--- src/rtl/unidade_controle_pkg.sv ---
// Shared constants, state encoding and control-word layout for the RV64 subset controller.
package unidade_controle_pkg;

  localparam logic [6:0] OP_LOAD  = 7'b0000011;
  localparam logic [6:0] OP_STORE = 7'b0100011;
  localparam logic [6:0] OP_OP    = 7'b0110011;
  localparam logic [6:0] OP_IMM   = 7'b0010011;

  localparam logic [2:0] F3_DWORD = 3'b011;
  localparam logic [2:0] F3_ADD   = 3'b000;

  localparam logic [6:0] F7_ADD = 7'b0000000;
  localparam logic [6:0] F7_SUB = 7'b0100000;

  localparam logic [1:0] SEL_A_DEF = 2'd1;
  localparam logic [1:0] SEL_B_DEF = 2'd0;
  localparam logic [1:0] SEL_C_DEF = 2'd2;

  typedef enum logic [2:0] {
    OCIOSO,
    DECODIFICA,
    EXECUTA,
    MEMORIA,
    ESCRITA
  } estado_t;

  typedef enum logic [1:0] {
    CL_ALU,
    CL_LD,
    CL_SD,
    CL_ILEGAL
  } classe_t;

  typedef struct packed {
    logic [4:0]  ra;
    logic [4:0]  rb;
    logic [4:0]  rw;
    logic [63:0] imm;
    logic [1:0]  ent1;
    logic [1:0]  ent2;
    logic        soma;
    logic        sub;
    classe_t     classe;
  } ctrl_t;

  function automatic logic [63:0] sext12(input logic [11:0] v);
    return {{52{v[11]}}, v};
  endfunction

endpackage

--- src/rtl/unidade_controle_decodificador.sv ---
// Combinational decode of one instruction word into the controller's control word.
module unidade_controle_decodificador
  import unidade_controle_pkg::*;
#(
  parameter logic [1:0] SEL_A = SEL_A_DEF,
  parameter logic [1:0] SEL_B = SEL_B_DEF,
  parameter logic [1:0] SEL_C = SEL_C_DEF
) (
  input  logic [31:0] instr,
  output ctrl_t       ctrl,
  output logic        ilegal
);

  logic [6:0] opcode;
  logic [2:0] funct3;
  logic [6:0] funct7;

  assign opcode = instr[6:0];
  assign funct3 = instr[14:12];
  assign funct7 = instr[31:25];

  always_comb begin
    ctrl        = '0;
    ctrl.classe = CL_ILEGAL;
    ilegal      = 1'b1;

    if (opcode == OP_LOAD && funct3 == F3_DWORD) begin
      ctrl.classe = CL_LD;
      ctrl.imm    = sext12(instr[31:20]);
      ilegal      = 1'b0;
    end else if (opcode == OP_STORE && funct3 == F3_DWORD) begin
      ctrl.classe = CL_SD;
      ctrl.imm    = sext12({instr[31:25], instr[11:7]});
      ilegal      = 1'b0;
    end else if (opcode == OP_IMM && funct3 == F3_ADD) begin
      ctrl.classe = CL_ALU;
      ctrl.imm    = sext12(instr[31:20]);
      ilegal      = 1'b0;
    end else if (opcode == OP_OP && funct3 == F3_ADD &&
                 (funct7 == F7_ADD || funct7 == F7_SUB)) begin
      ctrl.classe = CL_ALU;
      ilegal      = 1'b0;
    end

    // Illegal words leave the whole control word at zero.
    if (!ilegal) begin
      ctrl.ra   = instr[19:15];
      ctrl.rb   = instr[24:20];
      ctrl.rw   = instr[11:7];
      ctrl.soma = 1'b1;
      if (opcode == OP_OP) begin
        ctrl.ent1 = SEL_A;
        ctrl.ent2 = SEL_B;
        ctrl.sub  = funct7[5];
      end else begin
        ctrl.ent1 = SEL_C;
        ctrl.ent2 = SEL_A;
        ctrl.sub  = 1'b0;
      end
    end
  end

endmodule

--- src/rtl/unidade_controle.sv ---
// Multi-cycle controller for ld/sd/add/sub/addi: accepts one instruction at a time and
// sequences register-file, ALU and data-memory strobes.
module unidade_controle
  import unidade_controle_pkg::*;
#(
  parameter logic [1:0] SEL_A = SEL_A_DEF,
  parameter logic [1:0] SEL_B = SEL_B_DEF,
  parameter logic [1:0] SEL_C = SEL_C_DEF
) (
  input  logic        clk,
  input  logic        rst_n,
  input  logic [31:0] instr,
  input  logic        instr_valid,
  output logic        instr_ready,
  output logic [4:0]  Ra,
  output logic [4:0]  Rb,
  output logic [4:0]  Rw,
  output logic        WeR,
  output logic        WeM,
  output logic [63:0] constante,
  output logic        soma_ou_subtrai,
  output logic        subtraindo,
  output logic [1:0]  escolhe_entrada1,
  output logic [1:0]  escolhe_entrada2,
  output logic        sel_dinR,
  output logic        done,
  output logic        erro
);

  // state      | meaning
  // OCIOSO     | waiting for instr_valid; instr_ready high
  // DECODIFICA | control word latched; erro pulses here for illegal words
  // EXECUTA    | ALU cycle; sd writes memory and retires here
  // MEMORIA    | ld only: one cycle for the synchronous memory read
  // ESCRITA    | register write-back and done pulse

  estado_t estado;
  ctrl_t   dec;
  ctrl_t   ctrl_q;
  logic    dec_ilegal;

  unidade_controle_decodificador #(
    .SEL_A(SEL_A),
    .SEL_B(SEL_B),
    .SEL_C(SEL_C)
  ) u_dec (
    .instr (instr),
    .ctrl  (dec),
    .ilegal(dec_ilegal)
  );

  assign Ra               = ctrl_q.ra;
  assign Rb               = ctrl_q.rb;
  assign Rw               = ctrl_q.rw;
  assign constante        = ctrl_q.imm;
  assign soma_ou_subtrai  = ctrl_q.soma;
  assign subtraindo       = ctrl_q.sub;
  assign escolhe_entrada1 = ctrl_q.ent1;
  assign escolhe_entrada2 = ctrl_q.ent2;

  // The decoded word is captured at the handshake so erro can pulse in DECODIFICA.
  always_ff @(posedge clk or negedge rst_n) begin
    if (!rst_n) begin
      estado      <= OCIOSO;
      ctrl_q      <= '0;
      instr_ready <= 1'b0;
      WeR         <= 1'b0;
      WeM         <= 1'b0;
      sel_dinR    <= 1'b0;
      done        <= 1'b0;
      erro        <= 1'b0;
    end else begin
      WeR      <= 1'b0;
      WeM      <= 1'b0;
      sel_dinR <= 1'b0;
      done     <= 1'b0;
      erro     <= 1'b0;
      case (estado)
        OCIOSO: begin
          if (instr_ready && instr_valid) begin
            ctrl_q      <= dec;
            erro        <= dec_ilegal;
            instr_ready <= 1'b0;
            estado      <= DECODIFICA;
          end else begin
            instr_ready <= 1'b1;
          end
        end
        DECODIFICA: begin
          if (ctrl_q.classe == CL_ILEGAL) begin
            estado      <= OCIOSO;
            instr_ready <= 1'b1;
          end else begin
            estado <= EXECUTA;
            if (ctrl_q.classe == CL_SD) begin
              WeM  <= 1'b1;
              done <= 1'b1;
            end
          end
        end
        EXECUTA: begin
          case (ctrl_q.classe)
            CL_SD: begin
              estado      <= OCIOSO;
              instr_ready <= 1'b1;
            end
            CL_LD: estado <= MEMORIA;
            default: begin
              estado <= ESCRITA;
              WeR    <= (ctrl_q.rw != 5'd0);
              done   <= 1'b1;
            end
          endcase
        end
        MEMORIA: begin
          estado   <= ESCRITA;
          WeR      <= (ctrl_q.rw != 5'd0);
          sel_dinR <= 1'b1;
          done     <= 1'b1;
        end
        ESCRITA: begin
          estado      <= OCIOSO;
          instr_ready <= 1'b1;
        end
        default: begin
          estado      <= OCIOSO;
          instr_ready <= 1'b0;
        end
      endcase
    end
  end

endmodule

--- config.mk ---
export PLATFORM = sky130hd
export DESIGN_NAME = unidade_controle
export DESIGN_NICKNAME = d
export VERILOG_FILES = /design/src/rtl/unidade_controle_pkg.sv /design/src/rtl/unidade_controle_decodificador.sv /design/src/rtl/unidade_controle.sv
export SDC_FILE = /design/constraint.sdc
export NUM_CORES = 1
export LEC_CHECK = 0
export ABC_AREA = 0
export BUFFER_PORTS_ARGS = -buffer_cell sky130_fd_sc_hd__buf_2
export CAP_MARGIN = 20
export CORE_MARGIN = 3
export CORE_UTILIZATION = 43
export CTS_BUF_LIST = sky130_fd_sc_hd__clkbuf_2
export CTS_CLUSTER_DIAMETER = 150
export DETAILED_ROUTE_END_ITERATION = 10
export GPL_ROUTABILITY_DRIVEN = 0
export GPL_TIMING_DRIVEN = 0
export PLACE_DENSITY = 0.76
export SETUP_SLACK_MARGIN = 0.05
export SLEW_MARGIN = 30
export SYNTH_ARGS = -nofsm -noshare
export SYNTH_HDL_FRONTEND = slang
export SYNTH_SLANG_ARGS = --single-unit
--- constraint.sdc ---
create_clock -name clk -period 1.9 [get_ports clk]
set_clock_uncertainty 0.05 [all_clocks]
set_input_delay 0 -clock clk [delete_from_list [all_inputs] [get_ports clk]]
set_output_delay 0 -clock clk [all_outputs]
set_load 0.005 [all_outputs]
==> results_dict.tcl <==
set metrics [dict create \
    status "complete, no violations" \
    clock_latency_ns 0.43 \
    routed_wl_mm 6.42 \
    crit_path_start "estado[0]" \
    synth_fp_nets 269 \
    leakage_uw 0.00225 \
    cp_top_family "compound AO/OA/AOI/OAI gates" \
    endpoint_kind "flip-flop" \
    crit_type "flip-flop to flip-flop" \
    diodes 0 \
    power_uw 2270 \
    grt_pass1_wl_mm 9.40 \
    grt_max_degree 55 \
    rrSetupSlack_ns 0.009 \
    slew_headroom 0.646 \
    cp.depth 5 \
    via_per_inst 4.47 \
    h-tree-depth 2 \
    num_rows 26 \
    cp.arrival_ns 2.23 \
    endpoint "Rb[0]" \
    hp-class "primary input to flip-flop" \
    reg2reg_from "estado[0]" \
    num_io_pins 126 \
    areaGrowthSynthToFinish_pct 50.1 \
    synth_area_sq_mm 0.00246 \
    antenna_found_initial 0 \
    rr_worst_depth 5 \
    cts_sinks 42 \
    fin_crit_ns 1.89 \
    ys_warn_count 0 \
    setup_viol 0 \
    final_area_sq_mm 0.00369 \
    fp.dieW_um 81.6 \
    vias 2103 \
    hold_path_depth 4 \
    path_cells "nand4bb_4 -> or2_4 -> a2111oi_4 -> buf_4 -> a22o_2" \
    tightest_slew_ns 0.532 \
    timing.fmax_mhz 529 \
    io_buffers 124 \
    routedWlPerCell_um 13.7 \
    maxCapViolCount 0 \
    max_stage_delay_ns 0.47 \
    hold_violations 0 \
    die-area_sq_mm 0.00666 \
    vdd_drop_max_uv 497 \
    nets 438 \
    synth.top_cell.area_share 0.427 \
    slew_viol_final 0 \
    route.detailed.drc 0 \
    drive_gt1_frac 0.640 \
    synth_seq_area_share 0.427 \
    cp-start-kind "flip-flop" \
    fin_crit_sh 0.995 \
    numCtsBuffers 5 \
    whs_ns 0.00945 \
    ys_types 37 \
    instances_no_fill 470 \
    min_from "instr[3]" \
    dp_hpwl_mm 4.26 \
    yosys.area.top_type "dfrtp_1" \
    dpl.cell_count 424 \
    clock_path_buffers 2 \
    clk_pin_slew_ns 0.23 \
    dpl_cell_area_sq_mm 0.00317 \
    ys_ff_latch 42 \
    drtAntennaViolNets 0 \
    critical-path-slowest-cell "a2111oi_4" \
    initial_core_util 0.464 \
    ys_top_cells_by_area "dfrtp_1 43%, buf_4 25%, a22o_2 5.7%, a22o_1 2.8%, o21ai_0 2.2%" \
    core_sq_mm 0.00530 \
    nFillCells 403 \
    grt-ovfl-total 0 \
    grt_pass1_vias 1964 \
    drtIter0Drc 51 \
    syn_avg_cell_area_sq_um 10.7 \
    place_ws_ns -0.233 \
    worst_slack_ns 0.00895 \
    reg2reg_to "Rb[0]" \
    clockRootBuffer "clkbuf_2" \
    dr.pass1.iters 4 \
    globalRouteTotalUtil 0.186 \
    postSynthCellCount 230 \
    p_per_area_mw_per_mm2 614 \
    crit_required_ns 2.24 \
    critPathMaxFanout 5 \
    critPathBufInv 1 \
    die_h_um 81.6 \
    rsz0062_at_grt "yes" \
    cts_tree "built" \
]
==> synthesized netlist by cell type, drive strengths merged <==
| library cell | count |
|---|---|
| a2111oi | 1 |
| a211oi | 2 |
| a21o | 1 |
| a21oi | 1 |
| a22o | 22 |
| a22oi | 1 |
| a2bb2oi | 1 |
| a31o | 1 |
| a31oi | 1 |
| and2 | 1 |
| and2b | 1 |
| and4bb | 1 |
| buf | 86 |
| clkbuf | 3 |
| conb | 1 |
| dfrtp | 42 |
| ha | 4 |
| inv | 4 |
| mux2i | 5 |
| nand2 | 14 |
| nand2b | 1 |
| nand4bb | 3 |
| nor2 | 7 |
| nor2b | 2 |
| nor3 | 2 |
| nor4 | 2 |
| nor4b | 1 |
| o21a | 1 |
| o21ai | 11 |
| o22ai | 2 |
| or2 | 3 |
| or4 | 1 |
| or4b | 1 |
==> cell usage in the layout (no fill, tap or decap), drive strengths merged, types with 2 or more instances in the layout <==
cell	count
nor2	7
buf	217
a211oi	2
nor3	2
nand2	14
dlygate4sd3	31
nand4bb	3
or2	3
ha	4
inv	4
a22o	22
clkbuf	9
nor4	2
nor2b	2
o22ai	2
mux2i	5
o21ai	11
dfrtp	42
==> final cells by class <==
| cell class | count | area, sq um | area share |
|---|---|---|---|
| multi-input cells | 95 | 805 | 0.218 |
| flip-flops and latches | 42 | 1050 | 0.286 |
| repair buffers | 163 | 993 | 0.269 |
| plain buffers | 88 | 668 | 0.181 |
| clock buffers | 6 | 30.0 | 0.00814 |
| well taps | 70 | 87.6 | 0.0237 |
| clock inverters | 2 | 37.5 | 0.0102 |
| inverters | 4 | 15.0 | 0.00407 |
==> routing by layer <==
layer / share of wire / GRT usage
met2: 0.52 / 0.338
met5: 0 / 0
met3: 0.082 / 0.0318
met4: 0.012 / 0.0714
met1: 0.39 / 0.217
==> registers in the layout, indices dropped and copies added (netlist names), 2 cells and up <==
register,cells
Ra,5
Rb,5
Rw,5
constante,12
ctrl_q,2
estado,3
==> worst min-delay path, cell delays in order <==
cell,delay (ns)
buf_2,0.07
nand4bb_1,0.17
nor4_2,0.07
a22oi_1,0.14
==> metrics by stage <==
step	util	TNS (ns)
final	0.696	0
after global routing	0.696	-0.255
after CTS	0.677	0
after detailed placement	0.598	-3.12
after global placement	0.597	-1.97
after floorplan	-	0
==> cell families (layout without fill, tap and decap cells) <==
| logic type | count (synthesis) | after routing | share of synthesized area |
|---|---|---|---|
| fa+ha+maj | 4 | 4 | 0.0203 |
| compound gates | 45 | 45 | 0.152 |
| flops | 42 | 42 | 0.427 |
| buf+inv | 93 | 263 | 0.282 |
| mux | 5 | 5 | 0.0203 |
| simple gates | 40 | 40 | 0.0972 |
| other cells | 1 | 1 | 0.00152 |
==> what timing repair did <==
item / 4_1_cts / 5_1_grt
hold buffers: 31 / 0
setup buffers: 4 / 3
gates resized for setup: 4 / 13
pin swaps: 3 / 3
endpoints found under the hold margin: 75 / 0
endpoints found under the setup margin: 22 / 40
cloned: 1 / 0
==> how the worst min path moves through the flow <==
stage / to / slack, ns
3_5_place_dp: Ra[2] / 0.15
3_3_place_gp: Ra[2] / 0.14
4_1_cts: ctrl_q[1] / 0.008
6_report: ctrl_q[1] / 0.009
2_1_floorplan: Ra[0] / -0.35
5_1_grt: ctrl_q[1] / 0.04
==> power breakdown <==
part | leakage (uW) | switching, uW | total (uW) | internal [uW]
logic | 0.00164 | 361 | 708 | 347
clock network | 0.0000392 | 311 | 539 | 227
registers | 0.000570 | 56.5 | 1020 | 965
Power figures use the tool's default switching activity.
